--- config.mk ---
export PLATFORM = sky130hd
export DESIGN_NAME = alu_share_ctrl
export DESIGN_NICKNAME = d
export VERILOG_FILES = /design/src/rtl/alu_share_ctrl.sv
export SDC_FILE = /design/constraint.sdc
export NUM_CORES = 1
export LEC_CHECK = 0
export CAP_MARGIN = 30
export CORE_MARGIN = 8
export CORE_UTILIZATION = 41
export DETAILED_ROUTE_END_ITERATION = 6
export MAX_ROUTING_LAYER = met4
export PLACE_DENSITY = 0.75
export SYNTH_ARGS = -nofsm -noshare
export SYNTH_HDL_FRONTEND = slang
export SYNTH_SLANG_ARGS = --single-unit
--- constraint.sdc ---
create_clock -name clk -period 1.62 [get_ports clk]
set_input_delay 0.162 -clock clk [delete_from_list [all_inputs] [get_ports clk]]
set_output_delay 0.162 -clock clk [all_outputs]
set_load 0.05 [all_outputs]
--- src/rtl/alu_share_ctrl.sv ---
// alu_share_ctrl: shares one combinational mini-ALU between two requesters.
// A round-robin arbiter grants one request at a time. The granted operands are
// registered towards the ALU, the result is captured one cycle later, and it is
// returned on a single valid/ready response channel tagged with the requester id.
module alu_share_ctrl #(
  parameter int WIDTH = 6,
  parameter int CNT_W = 8
) (
  input  logic             clk,
  input  logic             rst_n,
  // requester 0
  input  logic             req0_valid,
  input  logic [2:0]       req0_fxn,
  input  logic [WIDTH-1:0] req0_a,
  input  logic [WIDTH-1:0] req0_b,
  output logic             req0_ready,
  // requester 1
  input  logic             req1_valid,
  input  logic [2:0]       req1_fxn,
  input  logic [WIDTH-1:0] req1_a,
  input  logic [WIDTH-1:0] req1_b,
  output logic             req1_ready,
  // shared ALU
  output logic [2:0]       alu_fxn,
  output logic [WIDTH-1:0] alu_a,
  output logic [WIDTH-1:0] alu_b,
  input  logic [WIDTH-1:0] alu_result,
  // response channel
  output logic             rsp_valid,
  output logic             rsp_id,
  output logic [WIDTH-1:0] rsp_data,
  input  logic             rsp_ready,
  // status
  output logic             busy,
  output logic [CNT_W-1:0] op_count
);

  typedef enum logic [1:0] {
    IDLE = 2'd0,
    EXEC = 2'd1,
    RESP = 2'd2
  } state_t;

  state_t state;
  state_t state_nxt;

  logic rr_ptr;     // side preferred when both requesters are valid
  logic cur_id;     // id of the operation in flight
  logic any_valid;
  logic grant_id;
  logic accept;
  logic complete;

  // Arbitration: single valid wins outright, a tie goes to the rr_ptr side.
  always_comb begin
    // NOTE: every always_comb output gets a default first so no path leaves it unassigned (no latch).
    any_valid = req0_valid | req1_valid;
    grant_id  = 1'b0;
    if (req0_valid && req1_valid) begin
      grant_id = rr_ptr;
    end else if (req1_valid) begin
      grant_id = 1'b1;
    end
    accept   = (state == IDLE) && any_valid;
    complete = (state == RESP) && rsp_ready;
  end

  // State register.
  always_ff @(posedge clk or negedge rst_n) begin
    // NOTE: clocked state uses non-blocking assignments so all registers update together at the edge.
    if (!rst_n) begin
      state <= IDLE;
    end else begin
      state <= state_nxt;
    end
  end

  // Next-state logic: one operation in flight, IDLE -> EXEC -> RESP -> IDLE.
  always_comb begin
    state_nxt = state;
    unique case (state)
      IDLE:    if (any_valid) state_nxt = EXEC;
      EXEC:    state_nxt = RESP;
      RESP:    if (rsp_ready) state_nxt = IDLE;
      default: state_nxt = IDLE;
    endcase
  end

  // Outputs decoded from state: ready only for the granted side in IDLE, held low during reset.
  always_comb begin
    req0_ready = rst_n & accept & ~grant_id;
    req1_ready = rst_n & accept &  grant_id;
    busy       = (state != IDLE);
  end

  // Operand registers and arbitration pointer: load only on accept, otherwise hold.
  always_ff @(posedge clk or negedge rst_n) begin
    if (!rst_n) begin
      alu_fxn <= '0;
      alu_a   <= '0;
      alu_b   <= '0;
      cur_id  <= 1'b0;
      rr_ptr  <= 1'b0;
    end else if (accept) begin
      alu_fxn <= grant_id ? req1_fxn : req0_fxn;
      alu_a   <= grant_id ? req1_a   : req0_a;
      alu_b   <= grant_id ? req1_b   : req0_b;
      cur_id  <= grant_id;
      rr_ptr  <= ~grant_id;
    end
  end

  // Response registers: capture the ALU result at the end of EXEC, hold until consumed.
  always_ff @(posedge clk or negedge rst_n) begin
    if (!rst_n) begin
      rsp_valid <= 1'b0;
      rsp_id    <= 1'b0;
      rsp_data  <= '0;
    end else if (state == EXEC) begin
      rsp_valid <= 1'b1;
      rsp_id    <= cur_id;
      rsp_data  <= alu_result;
    end else if (complete) begin
      rsp_valid <= 1'b0;
    end
  end

  // Completed-operation counter, wraps naturally at 2^CNT_W.
  always_ff @(posedge clk or negedge rst_n) begin
    if (!rst_n) begin
      op_count <= '0;
    end else if (complete) begin
      op_count <= op_count + 1'b1;
    end
  end

endmodule

Word level (Yosys, flattened, before mapping)
Cells that the tools add are included.
Widths: inputs -> output; s select.
Storage, ports and cells
  bits in registers: 35
  output and inout port bits: 34
  logic and storage cells: 37
Operators by class
  add/sub/neg operators: 1
  equality and inequality tests: 4
  mux-type cells: 10
  bitwise gates (word level): 5
  reduce and logical (&&, ||, !) cells: 7
Operator list (count)
  $mux 6: 2
  $add 8x1->8 const B: 1
  $pmux 2 s3: 1
  $mux 1: 4
  $mux 2: 2
  $ne 2x2->1 const B: 2
  $reduce_bool 2->1: 2
  $and 1x1->1: 3
  $logic_and 1x1->1: 3
  $mux 3: 1
  $eq 2x1->1 const B: 1
  $eq 2x2->1 const B: 1
  $logic_not 2->1: 1
  $reduce_and 2->1: 1
  $not 1->1: 1
  $or 1x1->1: 1

Logic depth before layout (Yosys ltp)
  depth after elaboration: 4
  depth in mapped cells: 5
  mapped depth without buffers: 4

Worst setup path before layout
Ideal clock, no wire load.
  path kind: register to output
  from: reg state[1]
  to: out req1_ready
  arrival time: 2.081 ns
  path slack: -0.623 ns
  cell stages (with the launch flop): 5
  cells stage by stage: dfrtp_1 or2_0 buf_2 buf_4 nor3_1
On the way
  cells in the longest elaborated chain, start to end: 4
Ends and longest elaborated chain
  start, declared: RTL line 44  | state_t state;
  start signal, assigned: RTL line 74  | state <= state_nxt;
  $logic_not 2->1: RTL line 64  | accept = (state == IDLE) && any_valid;
  $logic_and 1x1->1: RTL line 64
  $and 1x1->1 (2 in a row): RTL line 92  | req1_ready = rst_n & accept & grant_id;
  end, declared: RTL line 22  | output logic req1_ready,
Every way passes these cells.

Final worst setup path
  from: reg state[1]
  to: out req0_ready
On the way
  cells in the longest elaborated chain, start to end: 4
Ends and longest elaborated chain
  $logic_not 2->1: RTL line 64
  $logic_and 1x1->1: RTL line 64
  $and 1x1->1 (2 in a row): RTL line 91  | req0_ready = rst_n & accept & ~grant_id;
  end, declared: RTL line 16  | output logic req0_ready,
Every way passes these cells.

==> metrics.txt <==
final hold violations=0; Area Growth Syn to Fin=52.7%; total internal power=approximately 2900 uW; Initial DRT Pass Iterations=4; Flop pwr share=27.8%; switching share of power=between 40% and 50%; Gate power share=60.7%; Post-synth ARST share=100%; Cells after Synth=140; Buf/Inv on CP=1; grt ovf=0; CP Max Fanout=6; row count=23; GPL Wtd Cong=about 0.84; CTS tree=yes; Core Box Area=a little under 4000 um^2; synthesized cell area=1640 um^2; clock root buffer=clkbuf_8; wire length after detailed routing=approximately 4.7 mm; slowest cell delay on critical path=380 ps; Setup Skew=approximately 5.6 ps; Final Cycle Share=between 90% and 100%; ANT nets after route=0; area leader, netlist=dfrtp_1; fin. max-slew vios=0; Setup Crit Path Kind=flop to output port; Die ar.=between 6000 and 7000 um^2; crit start category=flop; Seq/Total Area, Yosys=a little over half; Fmax=between 600 and 700 MHz; maximum clock path buffer count=2; Fill cells=around 320; PnR worst setup slack=between 40 and 50 ps; worst-path cell chain=or2_4 -> nor2_8 -> and3_1 -> buf_6; Final min period=between 1500 and 2000 ps; Clock power frac=between 10% and 20%; Worst Path Arrival=1410 ps; clk_lat worst skew=just under 300 ps; Max-slew headroom=between 70 and 80%; Leak Pwr=between 0.001 and 0.0015 uW; endpoints failing setup=0; initial core utilization=a little over two fifths; area of the multi-input gates=699 um^2; nets=~260; via count=~1500; Register Area=around 880 um^2; flop and latch count out of synthesis=35; share of post-route cells with drive strength above 1=between 30% and 40%; Synth cell types=31; Synth area leaders=dfrtp_1 (53%), a2bb2oi_1 (8.0%), a311oi_1 (8.0%); CTS sink count=35; worst slew pin tran=about 420 ps; Syn Nets=182; RSZ-0062 raised after global routing=true; sw power=~2600 uW; pwr dens=2200 nW/um^2; Synth warnings=0; Slowest-stage cell, CP=dfrtp_1; global-route wire length before repair=around 7.7 mm; top-area cell type share of the netlist area=a little over half; syn avg cell area=between 10 and 15 um^2; chip height=a little under 80 um; status=finished clean; Worst-path clk slew=~70 ps; IO buf count=74; WP data required=about 1500 ps; top_reg_cell synth=dfrtp_1; CP top delay family=simple AND/OR/NAND/NOR gates; Critical Path End Type=output port; number of flops mapped to enable cells by yosys=0; post-detailed-route via-to-cell ratio=5.39; max_cap viols=0; setup TNS=0 ps; ANT cells=0; H-tree levels=2; worst slack, placed=-10.0 ps; total track usage=roughly 16%; CTS Buf Count=5; WHS=between 200 and 300 ps; peak supply drop=1110 uV; die width=roughly 79 um; initial antenna violation count=0; HPWL after DPL=3.53 mm; pin count of the biggest net entering global routing=30; min-delay worst type=primary input to asynchronous set/reset pin; vias in the first global route=1566; DRC=0; WL/cell=approximately 17 um; Ports=75; detailed router's first-iteration violation count=95
power groups by stage:
stage | clock, uW | sequential (uW) | combinational (uW)
floorplan | 0 | 2720 | 1120
global placement | 0 | 1530 | 3310
detailed placement | 0 | 1550 | 3360
CTS | 654 | 1540 | 3380
global route | 693 | 1590 | 3520
finish | 633 | 1540 | 3350
sequential cells by signal, indices dropped and copies added, names as in the netlist:
signal     cells
cur_id         1
alu_a          6
rr_ptr         1
rsp_id         1
op_count       8
state          2
rsp_data       6
rsp_valid      1
alu_fxn        3
alu_b          6
layout by cell type (no fill, tap or decap), types with 4 or more instances in the layout:
cell and count:
buf_4 42, clkdlybuf4s50_1 39, dfrtp_1 35, o21ai_0 19, a311oi_1 15, a2bb2oi_1 15, mux2_2 8, clkbuf_8 6
xor2_1 4
final cells by class:
| type | count | area share [%] |
|---|---|---|
| sequential | 35 | 34.9 |
| clock buffer | 6 | 3.29 |
| clock inverter | 1 | 0.199 |
| inverter | 3 | 0.448 |
| timing repair buffer | 86 | 30.8 |
| tap | 50 | 2.49 |
| multi-input combinational | 90 | 27.9 |
cells in the mapped netlist, types with 2 or more instances:
cell type	instances
inv_1	2
o21ai_0	19
nor3_1	3
nor2_1	2
a2bb2oi_1	15
mux2_2	8
clkbuf_1	3
nand2_1	2
and2b_1	2
a311oi_1	15
xnor2_1	3
dfrtp_1	35
buf_2	6
nand3_1	3
and3_1	2
xor2_1	4
buf_6	2
repair_timing:
action,in CTS,in global routing
hold buffers,1,0
pin swaps,1,1
hold endpoints to repair,6,0
buffers inserted,0,1
gates resized for setup,2,2
setup endpoints to repair,3,2
path summary, 6_finish.rpt:
| path | startpoint | end | slack [ps] | cells past startpoint |
|---|---|---|---|---|
| worst max-delay path | state[1] | req0_ready | 50 | 4 |
| worst min-delay path | rst_n | cur_id | 270 | 2 |
| worst max register to register | state[1] | rsp_data[2] | 210 | 3 |
| worst min register to register | op_count[7] | op_count[7] | 470 | 1 |
| max in group asynchronous | rst_n | alu_a[2] | 750 | 3 |
| min in group clk | req0_b[2] | alu_b[2] | 440 | 3 |
metal layers:
layer	up-vias	global-route usage [%]	part of all wire (%)
li1	692	-	-
met1	690	18.1	42
met2	67	24.0	46
met3	11	6.21	9.9
met4	0	5.19	1.9
met5	-	-	0
logic make-up (layout without fill, tap and decap cells):
kind of cell | after synthesis | count (layout) | synth area share (%)
compound gates | 51 | 51 | 22.4
flops | 35 | 35 | 53.3
simple gates | 23 | 23 | 9.36
buf+inv | 15 | 96 | 5.02
mux | 8 | 8 | 5.48
xor+xnor | 7 | 7 | 3.73
fa+ha+maj | 1 | 1 | 0.761
per-stage QoR:
stage / utilization, % / total power [uW] / instances / instance area (um^2)
floorplan: - / 3840 / 140 / 1660
global placement: 60.8 / 4830 / 262 / 2400
detailed placement: 60.8 / 4900 / 262 / 2400
CTS: 63.3 / 5570 / 270 / 2500
global route: 63.7 / 5800 / 271 / 2510
finish: 63.7 / 5520 / 271 / 2510
(Power assumes the default switching activity.)
